`src/rtl/matriz_transposta_seq.sv`:
```
// -----------------------------------------------------------------------------
// matriz_transposta_seq
//
// Multi-cycle transpose of a square n x n matrix (n = 1..MAX_DIM, chosen at
// runtime) held in a flat row-major bus. One result row is written per clock.
// A start/busy/done handshake lets the ULA controller sequence it like the
// other multi-cycle operations. Result elements outside the active n x n
// window are zero.
//
// Element (r,c) sits at bits [ELEM_W*(c+MAX_DIM*r) +: ELEM_W] on both buses.
//
// Ports:
//   clk               rising-edge clock
//   reset             asynchronous, active-high reset
//   start             job request, sampled only in IDLE
//   size              runtime dimension n, sampled with start (0 -> 1,
//                     >MAX_DIM -> MAX_DIM)
//   mode              (TRANSP_ANTI_EN only) 0 = transpose, 1 = anti-transpose,
//                     sampled with start
//   matrizA           source matrix, flat row-major
//   matriz_resultante registered result, same layout
//   busy              high while rows are being written
//   done              one-cycle pulse, result complete
//
// Build option: define TRANSP_ANTI_EN to add the mode port and the
// anti-transpose result(r,c) = A(n-1-c, n-1-r). Undefined, the block always
// performs the plain transpose.
// -----------------------------------------------------------------------------
module matriz_transposta_seq #(
  parameter int MAX_DIM = 5,
  parameter int ELEM_W  = 8,
  parameter int DIM_W   = 3
) (
  input  logic                              clk,
  input  logic                              reset,
  input  logic                              start,
  input  logic [DIM_W-1:0]                  size,
`ifdef TRANSP_ANTI_EN
  input  logic                              mode,
`endif
  input  logic [ELEM_W*MAX_DIM*MAX_DIM-1:0] matrizA,
  output logic [ELEM_W*MAX_DIM*MAX_DIM-1:0] matriz_resultante,
  output logic                              busy,
  output logic                              done
);

  localparam int BUS_W = ELEM_W * MAX_DIM * MAX_DIM;
  localparam int ROW_W = ELEM_W * MAX_DIM;

  typedef enum logic [1:0] {
    ST_IDLE,
    ST_ROW,
    ST_DONE
  } state_t;

  state_t             r_state;
  state_t             w_state_next;

  logic [BUS_W-1:0]   r_a_cap;     // copy of matrizA taken at accept
  logic [BUS_W-1:0]   r_res;
  logic [DIM_W-1:0]   r_n;         // sanitised dimension for the current job
  logic [DIM_W-1:0]   r_row;
  logic [DIM_W-1:0]   w_n_sanit;
  logic [ROW_W-1:0]   w_row_data;
  logic               w_accept;
  logic               w_last_row;
`ifdef TRANSP_ANTI_EN
  logic               r_mode;
`endif

  assign matriz_resultante = r_res;

  // Clamp the requested size into 1..MAX_DIM.
  always_comb begin
    w_n_sanit = size;
    if (size == '0) begin
      w_n_sanit = DIM_W'(1);
    end else if (size > DIM_W'(MAX_DIM)) begin
      w_n_sanit = DIM_W'(MAX_DIM);
    end
  end

  assign w_last_row = (r_row == (r_n - DIM_W'(1)));

  // State register.
  // NOTE: sequential state uses non-blocking assignments so every flop samples
  // the pre-edge values of the others, independent of block ordering.
  always_ff @(posedge clk or posedge reset) begin
    if (reset) begin
      r_state <= ST_IDLE;
    end else begin
      r_state <= w_state_next;
    end
  end

  // Next-state and handshake outputs.
  // NOTE: every signal driven here gets a default first; a path that leaves a
  // variable unassigned would infer a latch.
  always_comb begin
    w_state_next = r_state;
    w_accept     = 1'b0;
    busy         = 1'b0;
    done         = 1'b0;
    case (r_state)
      ST_IDLE: begin
        if (start) begin
          w_accept     = 1'b1;
          w_state_next = ST_ROW;
        end
      end
      ST_ROW: begin
        busy = 1'b1;
        if (w_last_row) begin
          w_state_next = ST_DONE;
        end
      end
      ST_DONE: begin
        done         = 1'b1;
        w_state_next = ST_IDLE;
      end
      default: w_state_next = ST_IDLE;
    endcase
  end

  // Result row r_row: column c takes A(c, r_row) (or A(n-1-c, n-1-r_row) in
  // anti mode) while c < n, zero beyond the window.
  always_comb begin
    int src_r;
    int src_c;
    w_row_data = '0;
    src_r      = 0;
    src_c      = 0;
    for (int c = 0; c < MAX_DIM; c++) begin
      src_r = c;
      src_c = int'(r_row);
`ifdef TRANSP_ANTI_EN
      if (r_mode) begin
        src_r = int'(r_n) - 1 - c;
        src_c = int'(r_n) - 1 - int'(r_row);
      end
`endif
      if (c < int'(r_n)) begin
        w_row_data[ELEM_W*c +: ELEM_W] = r_a_cap[ELEM_W*(src_c + MAX_DIM*src_r) +: ELEM_W];
      end
    end
  end

  // Datapath: capture at accept, one row per ROW cycle.
  // NOTE: the captured matrix is a register array that is cleared on reset on
  // purpose, so nothing from an abandoned job can leak into a later one.
  always_ff @(posedge clk or posedge reset) begin
    if (reset) begin
      r_a_cap <= '0;
      r_res   <= '0;
      r_n     <= '0;
      r_row   <= '0;
`ifdef TRANSP_ANTI_EN
      r_mode  <= 1'b0;
`endif
    end else if (w_accept) begin
      r_a_cap <= matrizA;
      r_n     <= w_n_sanit;
      r_res   <= '0;          // rows >= n stay zero for the whole job
      r_row   <= '0;
`ifdef TRANSP_ANTI_EN
      r_mode  <= mode;
`endif
    end else if (r_state == ST_ROW) begin
      r_res[ROW_W*int'(r_row) +: ROW_W] <= w_row_data;
      if (!w_last_row) begin
        r_row <= r_row + DIM_W'(1);
      end
    end
  end

endmodule

```
`config.mk`:
```
export PLATFORM = sky130hd
export DESIGN_NAME = matriz_transposta_seq
export DESIGN_NICKNAME = d
export VERILOG_FILES = /design/src/rtl/matriz_transposta_seq.sv
export SDC_FILE = /design/constraint.sdc
export NUM_CORES = 1
export LEC_CHECK = 0
export BUFFER_PORTS_ARGS = -buffer_cell sky130_fd_sc_hd__clkbuf_2
export CAP_MARGIN = 5
export CORE_MARGIN = 3
export CORE_UTILIZATION = 45
export CTS_CLUSTER_DIAMETER = 60
export DETAILED_ROUTE_END_ITERATION = 8
export PLACE_DENSITY = 0.67
export SKIP_CTS_REPAIR_TIMING = 1
export SYNTH_ARGS = -nofsm -noshare
export SYNTH_HDL_FRONTEND = slang
export SYNTH_SLANG_ARGS = --single-unit
```
`constraint.sdc`:
```
create_clock -name clk -period 15.5 [get_ports clk]
set_input_delay 3.1 -clock clk [delete_from_list [all_inputs] [get_ports clk]]
set_output_delay 3.1 -clock clk [all_outputs]
set_load 0.03 [all_outputs]
```
==> flow_metrics.env <==
export IMPL_status="finished clean"
export IMPL_worst_pin_slew_ns=1.38
export IMPL_avgSynthCellArea_um2=8.91
export IMPL_post_route_period_util_pct=37.7
export IMPL_setup_viol=0
export IMPL_ioPinCount=408
export IMPL_syn_inst=2505
export IMPL_total_leakage_power_nw=12.6
export IMPL_worstPathArrival_ns=6.27
export IMPL_grt_remaining_overflow=0
export IMPL_layout_common_cells="nand2_1 (745), clkbuf_2 (407), dfrtp_1 (407), mux2i_1 (177), nor2_1 (113)"
export IMPL_avgRoutedWirePerCell_um=25.3
export IMPL_fmax_mhz=171
export IMPL_yosysTopAreaCellShare_pct=45.7
export IMPL_first_global_vias=21196
export IMPL_ys_types=102
export IMPL_hold_ws_ns=0.473
export IMPL_crit_fanout=38
export IMPL_grt_antenna_before_repair=1
export IMPL_layout_commonest_cell="nand2_1"
export IMPL_drt_iter0_markers=2600
export IMPL_clock_latency_ns=0.58
export IMPL_yosysSeqAreaShare_pct=45.7
export IMPL_syn_to_final_growth_pct=16.7
export IMPL_cts_clk_slew_worst_paths_ns=0.06
export IMPL_grt_usage_pct=32.8
export IMPL_r2r_setup_slack_ns=9.66
export IMPL_layout_drive_gt1_share_pct=21.4
export IMPL_cts_buffer_depth=3
export IMPL_die_y_um=229
export IMPL_crit_required_ns=15.93
export IMPL_hold_path_end="r_a_cap[77]"
export IMPL_diodes=0
export IMPL_synth_area_um2=22300
export IMPL_die_w_um=229
export IMPL_grt_pass1_wl_mm=133
export IMPL_hold_path_depth=2
export IMPL_synth_top_area_cell="dfrtp_1"
export IMPL_cts_root_buf="clkbuf_16"
export IMPL_drv_slew=0
export IMPL_synth_seq_cells=408
export IMPL_slew_headroom_pct=7.18
export IMPL_route_detailed_drc=0
export IMPL_cp_end_kind="flop"
export IMPL_ys_async_sr_fraction_pct=100
export IMPL_htree_levels=2
export IMPL_maxCapViolCount=0
export IMPL_nets=3040
export IMPL_io_buffers=407
export IMPL_power_density_nw_per_um2=276
export IMPL_synth_top_cells_by_area="dfrtp_1 (46%), nand2_1 (13%), mux2i_1 (7.9%)"
export IMPL_path_class="reg2reg"
export IMPL_vias_per_cell=6.11
export IMPL_dp_hpwl_mm=66.4
export IMPL_timing_final_crit_period_ns=5.84
export IMPL_cts_tree="built"
export IMPL_synth_edf_count=0
export IMPL_final_hold_viol_count=0
export IMPL_clock_sinks=408
export IMPL_dr_pass1_iters=8
export IMPL_r2r_cells=12
export IMPL_dieArea_um2=52300
export IMPL_start_util_pct=46.2
export IMPL_holdCritPathClass="reg2reg"
export IMPL_synth_nets=2720
export IMPL_synth_ff_type="dfrtp_1"
export IMPL_rsz0062_at_grt="false"
export IMPL_postRouteAntennaNets=0
export IMPL_holdCritStartpoint="r_a_cap[77]"
export IMPL_regToRegEndpoint="matriz_resultante[138]"
export IMPL_grt_max_degree=202
export IMPL_vdd_drop_max_uv=149
export IMPL_num_rows=80
export IMPL_finClkSkew_ns=0.0167
export IMPL_n_fill_cell=4492
export IMPL_wirelength_mm=88.8
export IMPL_ys_warn_count=0
export IMPL_cts_buffers=46
export IMPL_vias=21469
export IMPL_r2r_start="r_row[0]"
export IMPL_coreArea_um2=48300
export IMPL_start_kind="flop"
export IMPL_gp_congestion=1.01
export IMPL_finalSetupTns_ns=0
==> cell families after synthesis <==
group,synth area share (%)
buffers and inverters,4.56
xor gates and xnor gates,0.577
muxes,8.82
and+or+nand+nor,21.8
adders and majority gates,0.504
DFF,45.7
AOI/OAI and AO/OA,18.0
==> report_power, final <==
group	leakage [nW]	internal, mW	switching, mW	total (mW)
combinational	6.59	1.16	3.11	4.27
clock	0.718	0.631	0.441	1.07
sequential	5.33	1.49	0.352	1.84
total	12.6	3.29	3.90	7.19
==> state kept, by name, indices dropped and copies added, names as in the netlist <==
signal and count:
matriz_resultante 200, r_a_cap 200, r_n 3, r_row 3, r_state 2
==> through the flow <==
step | std cells | instance area (µm²) | worst slack, ns | power, mW | utilization (%)
after floorplan | 2505 | 22300 | 1.05 | 4.52 | -
after global placement | 3433 | 24600 | 9.67 | 5.92 | 50.9
after detailed placement | 3433 | 24600 | 9.57 | 5.99 | 50.9
after CTS | 3511 | 26100 | 9.86 | 7.07 | 53.9
after global routing | 3511 | 26100 | 9.42 | 7.49 | 53.9
final | 3511 | 26100 | 9.66 | 7.19 | 53.9
==> layer usage <==
layer | global-route usage, % | vias up | part of all wire [%]
met4 | 13.9 | 0 | 4.3
li1 | - | 9551 | -
met1 | 44.7 | 10488 | 41
met5 | 0 | - | 0
met3 | 5.48 | 218 | 8.8
met2 | 52.1 | 1212 | 46
==> Yosys cell counts, drive strengths merged (20+ instances only) <==
cell,n
clkbuf,93
a22oi,87
dfrtp,408
nor3,28
o22ai,54
o221ai,20
o21ai,117
buf,82
nor2,119
nand2,747
mux2i,179
a221oi,32
a21oi,116
nand3,109
==> worst max-delay path by stage <==
stage | end | slack [ns] | start
2_1_floorplan | matriz_resultante[0] | 1.05 | reset
3_3_place_gp | r_row[0] | 9.67 | reset
3_5_place_dp | r_row[0] | 9.57 | reset
4_1_cts | matriz_resultante[138] | 9.86 | r_row[0]
5_1_grt | matriz_resultante[142] | 9.42 | r_row[0]
6_report | matriz_resultante[138] | 9.66 | r_row[0]
==> layout make-up <==
class	count	area, µm²	area share [%]
repair buffers	447	2350	9.02
flip-flops and latches	408	10200	39.2
clock inverters	13	170	0.653
inverters	20	82.6	0.317
clock buffers	65	1290	4.96
well taps	656	821	3.15
multi-input cells	1902	11100	42.7
==> worst max-delay path, stage by stage (launching register included) <==
cell	delay (ns)
dfrtp_4	0.82
ha_1	0.25
ha_1	0.16
inv_1	0.05
ha_1	0.51
nor3_1	0.45
nor3b_1	0.26
ha_1	0.57
nand2b_1	0.21
a211oi_2	1.03
nand4_1	0.89
a31oi_1	0.36
o21ai_0	0.11
Power figures use the tool's default switching activity.
